===== src/rtl/spike_detect_fifo.sv =====
`default_nettype none
// ============================================================================
// Module   : spike_detect_fifo
// Purpose  : Per-channel threshold spike detector for two 32-channel banks,
//            with a per-channel refractory period and a dual-push event FIFO.
//            Define SPIKE_BIPOLAR_EN to also detect positive excursions.
// Revision : 1.0 - initial release
// ============================================================================
module spike_detect_fifo #(
  parameter int          REFRACT    = 32,
  parameter int          FIFO_DEPTH = 16,
  parameter logic [15:0] MEDIAN     = 16'h8000
) (
  input  logic        clk,
  input  logic        rst,
  input  logic [1:0]  thr_wr_valid,
  input  logic [15:0] thr_wr_data,
  input  logic [7:0]  thr_wr_addr,
  input  logic        raw_data_valid0,
  input  logic        raw_data_valid1,
  input  logic [15:0] raw_data0,
  input  logic [15:0] raw_data1,
  input  logic [6:0]  channel,
  input  logic        det_en,
  input  logic        clr,
  output logic        ev_valid,
  output logic [15:0] ev_data,
  input  logic        ev_ready,
  output logic        ev_overflow,
  output logic [6:0]  ev_count
);

  localparam int c_AW = $clog2(FIFO_DEPTH);

  logic             w_ch_ok;
  logic [4:0]       w_ch;
  logic             w_ts_inc;
  logic [7:0]       r_ts;
  logic [7:0]       w_ts_next;
  logic [4:0]       r_s1_ch;
  logic [7:0]       r_s1_ts;
  logic             r_s1_det;
  logic [1:0]       w_raw_vld;
  logic [1:0]       w_s2_spike;
  logic [1:0][15:0] w_s2_word;

  assign w_ch_ok   = (channel[6:5] == 2'b00);
  assign w_ch      = channel[4:0];
  assign w_ts_inc  = raw_data_valid0 && (channel == 7'd0);
  assign w_ts_next = w_ts_inc ? r_ts + 8'd1 : r_ts;
  assign w_raw_vld = {raw_data_valid1, raw_data_valid0};

  always_ff @(posedge clk or posedge rst) begin
    if (rst) begin
      r_ts     <= '0;
      r_s1_ch  <= '0;
      r_s1_ts  <= '0;
      r_s1_det <= 1'b0;
    end else if (clr) begin
      r_ts     <= '0;
      r_s1_ch  <= '0;
      r_s1_ts  <= '0;
      r_s1_det <= 1'b0;
    end else begin
      r_ts     <= w_ts_next;
      r_s1_ch  <= w_ch;
      r_s1_ts  <= w_ts_next;
      r_s1_det <= det_en;
    end
  end

  for (genvar b = 0; b < 2; b++) begin : g_bank
    logic [15:0]        w_raw;
    logic [5:0]         w_ch6;
    logic [15:0]        r_thr [32];
    logic [5:0]         r_ref [32];
    logic               r_s1_v;
    logic [15:0]        r_s1_raw;
    logic [15:0]        r_s1_thr;
    logic [5:0]         r_s1_ref;
    logic signed [16:0] w_dev_neg;
    logic               w_neg;
    logic               w_pos;
    logic               w_hit;
    logic [5:0]         w_ref_upd;
    logic [15:0]        w_word;
    logic               r_s2_spike;
    logic [15:0]        r_s2_word;

    assign w_raw = (b == 0) ? raw_data0 : raw_data1;
    assign w_ch6 = {(b == 1), r_s1_ch};

    assign w_dev_neg = $signed({1'b0, MEDIAN}) - $signed({1'b0, r_s1_raw});
    assign w_neg     = (w_dev_neg > 17'sd0) && (w_dev_neg > $signed({1'b0, r_s1_thr}));

`ifdef SPIKE_BIPOLAR_EN
    logic signed [16:0] w_dev_pos;
    assign w_dev_pos = $signed({1'b0, r_s1_raw}) - $signed({1'b0, MEDIAN});
    assign w_pos     = (w_dev_pos > 17'sd0) && (w_dev_pos > $signed({1'b0, r_s1_thr}));
    assign w_word    = {1'b1, w_pos, w_ch6, r_s1_ts};
`else
    assign w_pos  = 1'b0;
    assign w_word = {2'b10, w_ch6, r_s1_ts};
`endif

    assign w_hit = r_s1_v && r_s1_det && (r_s1_thr != 16'd0) &&
                   (r_s1_ref == 6'd0) && (w_neg || w_pos);

    // Counts only run down while detection is enabled for this sample
    assign w_ref_upd = w_hit ? 6'(REFRACT) :
                       (r_s1_det && (r_s1_ref != 6'd0)) ? r_s1_ref - 6'd1 : r_s1_ref;

    always_ff @(posedge clk or posedge rst) begin
      if (rst) begin
        for (int i = 0; i < 32; i++) r_thr[i] <= '0;
      end else if (thr_wr_valid[b] && (thr_wr_addr[7:5] == 3'd0)) begin
        r_thr[thr_wr_addr[4:0]] <= thr_wr_data;
      end
    end

    always_ff @(posedge clk or posedge rst) begin
      if (rst) begin
        for (int i = 0; i < 32; i++) r_ref[i] <= '0;
      end else if (clr) begin
        for (int i = 0; i < 32; i++) r_ref[i] <= '0;
      end else if (r_s1_v) begin
        r_ref[r_s1_ch] <= w_ref_upd;
      end
    end

    always_ff @(posedge clk or posedge rst) begin
      if (rst) begin
        r_s1_v     <= 1'b0;
        r_s1_raw   <= '0;
        r_s1_thr   <= '0;
        r_s1_ref   <= '0;
        r_s2_spike <= 1'b0;
        r_s2_word  <= '0;
      end else if (clr) begin
        r_s1_v     <= 1'b0;
        r_s1_raw   <= '0;
        r_s1_thr   <= '0;
        r_s1_ref   <= '0;
        r_s2_spike <= 1'b0;
        r_s2_word  <= '0;
      end else begin
        r_s1_v     <= w_raw_vld[b] && w_ch_ok;
        r_s1_raw   <= w_raw;
        r_s1_thr   <= r_thr[w_ch];
        // Forward the count being written back so back-to-back samples of a channel see it
        r_s1_ref   <= (r_s1_v && (r_s1_ch == w_ch)) ? w_ref_upd : r_ref[w_ch];
        r_s2_spike <= w_hit;
        r_s2_word  <= w_word;
      end
    end

    assign w_s2_spike[b] = r_s2_spike;
    assign w_s2_word[b]  = r_s2_word;
  end

  logic [15:0]     r_mem [FIFO_DEPTH];
  logic [c_AW-1:0] r_wr_ptr;
  logic [c_AW-1:0] r_rd_ptr;
  logic [6:0]      r_count;
  logic            r_overflow;
  logic            w_pop;
  logic [6:0]      w_free;
  logic            w_push0;
  logic            w_push1;
  logic            w_drop;

  assign w_pop   = (r_count != 7'd0) && ev_ready;
  // Slot freed by a same-cycle pop is available to the push
  assign w_free  = 7'(FIFO_DEPTH) - r_count + {6'd0, w_pop};
  assign w_push0 = w_s2_spike[0] && (w_free != 7'd0);
  assign w_push1 = w_s2_spike[1] && (w_free > {6'd0, w_push0});
  assign w_drop  = (w_s2_spike[0] && !w_push0) || (w_s2_spike[1] && !w_push1);

  always_ff @(posedge clk) begin
    if (w_push0) r_mem[r_wr_ptr] <= w_s2_word[0];
    if (w_push1) r_mem[r_wr_ptr + {{(c_AW-1){1'b0}}, w_push0}] <= w_s2_word[1];
  end

  always_ff @(posedge clk or posedge rst) begin
    if (rst) begin
      r_wr_ptr   <= '0;
      r_rd_ptr   <= '0;
      r_count    <= '0;
      r_overflow <= 1'b0;
    end else if (clr) begin
      r_wr_ptr   <= '0;
      r_rd_ptr   <= '0;
      r_count    <= '0;
      r_overflow <= 1'b0;
    end else begin
      r_wr_ptr   <= r_wr_ptr + {{(c_AW-1){1'b0}}, w_push0} + {{(c_AW-1){1'b0}}, w_push1};
      r_rd_ptr   <= r_rd_ptr + {{(c_AW-1){1'b0}}, w_pop};
      r_count    <= r_count + {6'd0, w_push0} + {6'd0, w_push1} - {6'd0, w_pop};
      r_overflow <= r_overflow || w_drop;
    end
  end

  assign ev_valid    = (r_count != 7'd0);
  assign ev_data     = ev_valid ? r_mem[r_rd_ptr] : 16'h0000;
  assign ev_overflow = r_overflow;
  assign ev_count    = r_count;

endmodule
`default_nettype wire


===== config.mk =====
export PLATFORM = sky130hd
export DESIGN_NAME = spike_detect_fifo
export DESIGN_NICKNAME = d
export VERILOG_FILES = /design/src/rtl/spike_detect_fifo.sv
export SDC_FILE = /design/constraint.sdc
export NUM_CORES = 2
export LEC_CHECK = 0
export ABC_AREA = 1
export BUFFER_PORTS_ARGS = -buffer_cell sky130_fd_sc_hd__buf_2
export CORE_UTILIZATION = 43
export DETAILED_ROUTE_END_ITERATION = 6
export PLACE_DENSITY_LB_ADDON = 0.08
export SLEW_MARGIN = 0
export SYNTH_ARGS = -nofsm -noshare
export SYNTH_HDL_FRONTEND = slang
export SYNTH_SLANG_ARGS = --single-unit

===== constraint.sdc =====
create_clock -name clk -period 57.3 [get_ports clk]
set_input_delay 5.73 -clock clk [delete_from_list [all_inputs] [get_ports clk]]
set_output_delay 5.73 -clock clk [all_outputs]
set_load 0.02 [all_outputs]

==> key figures <==
Outcome
  – Status: completed

Worst setup path
  – R2R depth: 33
  – Crit path capture type: primary output
  – Arrival @ worst endpoint: 4.06 ns
  – Crit path depth: 10
  – WP buf/inv: 4
  – Worst Setup Start Kind: register
  – CP top delay family: buffers and inverters
  – Max incr delay on CP: around 0.66 ns
  – R2R Setup Slk: approximately 52 ns
  – Crit-path cells: inv_2 -> buf_4 -> buf_4 -> o21ai_0 -> o22ai_1 -> nor2_1 -> nor2_1 -> o21ai_0 -> a21oi_1 -> buf_2
  – Type of the worst setup path: register to primary output
  – Crit path required time: approximately 52 ns
  – Worst Setup SP: r_rd_ptr[0]
  – CP Max Fanout: 64
  – R2r endpoint: ev_count[6]
  – Critical Path End: ev_data[7]
  – Crit-path slowest cell: dfrtp_4
  – Crit Reg-Reg Startpoint: ev_count[4]

Power
  – Gate power share: approximately 12%
  – Leak: 38.69 nW
  – Clock share of power: 43.5%
  – VDD IR-drop max: 0.02227 mV
  – Pwr Density: 33.46 nW/µm²
  – Switching part of the total: 27.09%
  – Net Switching: 0.8077 mW
  – Internal Power: 2.173 mW
  – Sequential power share: 45.1%

Routing
  – Initial DRC count: 5770
  – Via count: 65530
  – Drt pass-1 iters: 6
  – Routed length per instance: 21.95 µm
  – DRC errors left: 0
  – Remaining antenna violation count: 0
  – Vias per cell: 5.599
  – Wirelength, routed: 257000 µm

STA
  – Clock skew: roughly 0.030 ns
  – Minimum clock period: 9.795 ns
  – Peak Freq: 102.1 MHz
  – Max Transition Viols Final: 0
  – Worst slew margin: 14.22%
  – Final setup fails: 0
  – Worst-margin pin slew: 1.284 ns
  – RSZ-0062 raised after global routing: false
  – Setup TNS: 0 ns
  – Fin crit share: 17.09%
  – Hold Violations, Final: 0

CTS
  – Worst-path clk slew: 0.06 ns
  – Clock tree buffer depth: 3
  – Worst-skew pair later-pin latency: between 0.8 and 0.9 ns
  – CTS Buf Count: 194
  – # Post-CTS Setup Buffers: 0
  – CTS Root Cell: clkbuf_16
  – Hold Buf Count CTS: 0
  – PostCTS Resize Cnt: 0
  – CTS tree: built
  – Htree depth: 4
  – CTS Sinks: 1772

Floorplanning
  – DIE AREA: 188700 µm²
  – Die W: 434.4 µm
  – Num rows: between 150 and 200
  – Initial Util: 43.31%
  – Height of the die: around 430 µm
  – # IOs: 97
  – Core region area: 185600 µm²

Logic synthesis
  – Fraction of synthesis flops using an asynchronous set or reset pin: 86.46%
  – Post-Syn Nets: between 9000 and 10000
  – Synth Flop Type: dfrtp_1
  – Synth Register Bits: 1772
  – Sequential share of the synthesized area: 56.65%
  – Ys Warns: 0
  – Avg Inst Size Synth: ~8.6 µm²
  – Cell count after synthesis: about 9300
  – Post-synthesis cell type count: 56
  – Post-synth EDFFs: 240
  – Synthesized area: 80400 µm²

GRT
  – Gr usage total: roughly 27%
  – Vias in the first global route: 63620
  – Largest net degree at the start of global routing: 177
  – Antenna violations before repair: 6
  – Gr ovfl total: 0
  – First-pass GRT wire length: slightly below 400000 µm

Placed design
  – Port Buffers: 95
  – GP Congestion: around 0.87
  – Post-DP HPWL: 150100 µm

Finish
  – Commonest non-fill, non-tap cell in the layout: nand2_1
  – Most frequent cells in the layout: nand2_1 (2102), o21ai_0 (1990), dfrtp_1 (1531)
  – Post-layout util: 48.00%
  – Multi-input combinational cell area: 30500 µm²
  – Register Area: 45550 µm²
  – Share of layout cells above drive strength 1: 7.288%
  – # nets final: a little over 9000
  – Fill count: 18170
  – Area grow syn2layout: 10.83%

Worst hold path
  – Worst Hold Class: register to register
  – Hold path depth: 1

Job
  – Max cap viols: 0
## sequential cells by signal, summed over array words and instances (netlist names)
name	flops
ev_count	7
ev_overflow	1
g_bank.r_ref	384
g_bank.r_s1_raw	32
g_bank.r_s1_ref	12
g_bank.r_s1_thr	32
g_bank.r_s1_v	2
g_bank.r_s2_spike	2
g_bank.r_s2_word	14
g_bank.r_thr	1024
r_mem	240
r_rd_ptr	4
r_s1_ch	5
r_s1_det	1
r_s1_ts	8
r_wr_ptr	4
## layer usage
metal,track usage (%),vias up,wire length (µm)
met5,0,-,46
met4,6.777,6,5561
met3,3.458,339,13750
met2,44.17,1888,119000
met1,38.91,32480,118600
li1,-,30820,-
## layout make-up
cell class,count,area share (%)
tap,2480,3.482
sequential,1772,51.12
inverter,473,2.025
multi-input combinational,6397,34.23
timing repair buffer,224,1.736
antenna,4,0.01123
clock inverter,66,0.9577
clock buffer,289,6.440
## Yosys cell counts, types with 3 or more instances
| cell type | count | area share, % |
|---|---|---|
| nand2_1 | 2104 | 9.8 |
| o21ai_0 | 1990 | 12 |
| dfrtp_1 | 1532 | 48 |
| nor2_1 | 1051 | 4.9 |
| clkbuf_1 | 559 | 2.6 |
| inv_1 | 451 | 2.1 |
| o22ai_1 | 266 | 2.1 |
| edfxtp_1 | 240 | 9.0 |
| nand3_1 | 222 | 1.4 |
| a21oi_1 | 189 | 1.2 |
| o221ai_1 | 119 | 1.3 |
| buf_2 | 96 | 0.60 |
| ha_1 | 59 | 0.92 |
| o21ai_1 | 56 | 0.35 |
| o211ai_1 | 55 | 0.51 |
| o21ai_2 | 47 | 0.51 |
| nand4_1 | 34 | 0.26 |
| buf_1 | 28 | 0.13 |
| nor3_1 | 22 | 0.14 |
| clkinv_1 | 20 | 0.093 |
| o311ai_0 | 19 | 0.21 |
| xor2_1 | 18 | 0.20 |
| o31ai_1 | 16 | 0.15 |
| a31oi_1 | 14 | 0.11 |
| or2_2 | 14 | 0.11 |
| a22o_1 | 12 | 0.13 |
| buf_6 | 12 | 0.17 |
| a22oi_1 | 10 | 0.093 |
| nor4_1 | 9 | 0.070 |
| buf_4 | 8 | 0.075 |
| nand2_2 | 8 | 0.062 |
| nor2_2 | 7 | 0.054 |
| a211oi_1 | 6 | 0.056 |
| a32o_1 | 5 | 0.062 |
| and3_1 | 5 | 0.039 |
| nand3b_1 | 5 | 0.047 |
| nor2_4 | 4 | 0.056 |
| xnor2_1 | 4 | 0.044 |
| nand2_4 | 3 | 0.042 |
| o211a_1 | 3 | 0.037 |
## worst min-delay path by stage
stage                     slack (ns)  startpoint         end
final                           0.46  r_s1_ts[2]  r_s1_ts[2]
after global routing            0.47  r_s1_ts[2]  r_s1_ts[2]
after CTS                       0.46  r_s1_ts[2]  r_s1_ts[2]
after detailed placement        0.45  r_s1_ts[2]  r_s1_ts[2]
after global placement          0.45  r_s1_ts[2]  r_s1_ts[2]
after floorplan                 0.42  r_s1_ts[2]  r_s1_ts[2]
## per-stage QoR
stage | area [µm²] | hold WS [ns] | cells | worst slack (ns) | total power [mW]
3_5_place_dp | 82500 | 0.4518 | 11350 | 46.59 | 1.709
6_report | 89100 | 0.4632 | 11710 | 47.51 | 2.981
3_3_place_gp | 82500 | 0.4509 | 11350 | 46.66 | 1.707
4_1_cts | 89090 | 0.4594 | 11700 | 47.40 | 3.006
2_1_floorplan | 80400 | 0.4233 | 9346 | 8.350 | 1.593
5_1_grt | 89100 | 0.4715 | 11700 | 46.96 | 3.101
## power groups by stage
stage	registers (mW)	clock network, mW	logic [mW]
4_1_cts	1.34	1.32	0.344
6_report	1.34	1.30	0.342
3_5_place_dp	1.37	0	0.343
5_1_grt	1.35	1.37	0.383
3_3_place_gp	1.37	0	0.342
2_1_floorplan	1.36	0	0.231
## logic make-up (layout without fill, tap and decap cells)
| kind of cell | count (synthesis) | after routing | synth area share [%] |
|---|---|---|---|
| multiplexers | 1 | 1 | 0.01245 |
| AO/OA/AOI/OAI | 2817 | 2817 | 19.25 |
| XOR/XNOR | 23 | 23 | 0.2599 |
| buffers and inverters | 1177 | 1052 | 5.795 |
| AND/OR/NAND/NOR | 3494 | 3494 | 17.06 |
| flip-flops | 1772 | 1772 | 56.65 |
| adder cells (fa/ha/maj) | 61 | 61 | 0.9680 |
| other | 1 | 5 | 0.004664 |
Power figures use the tool's default switching activity.
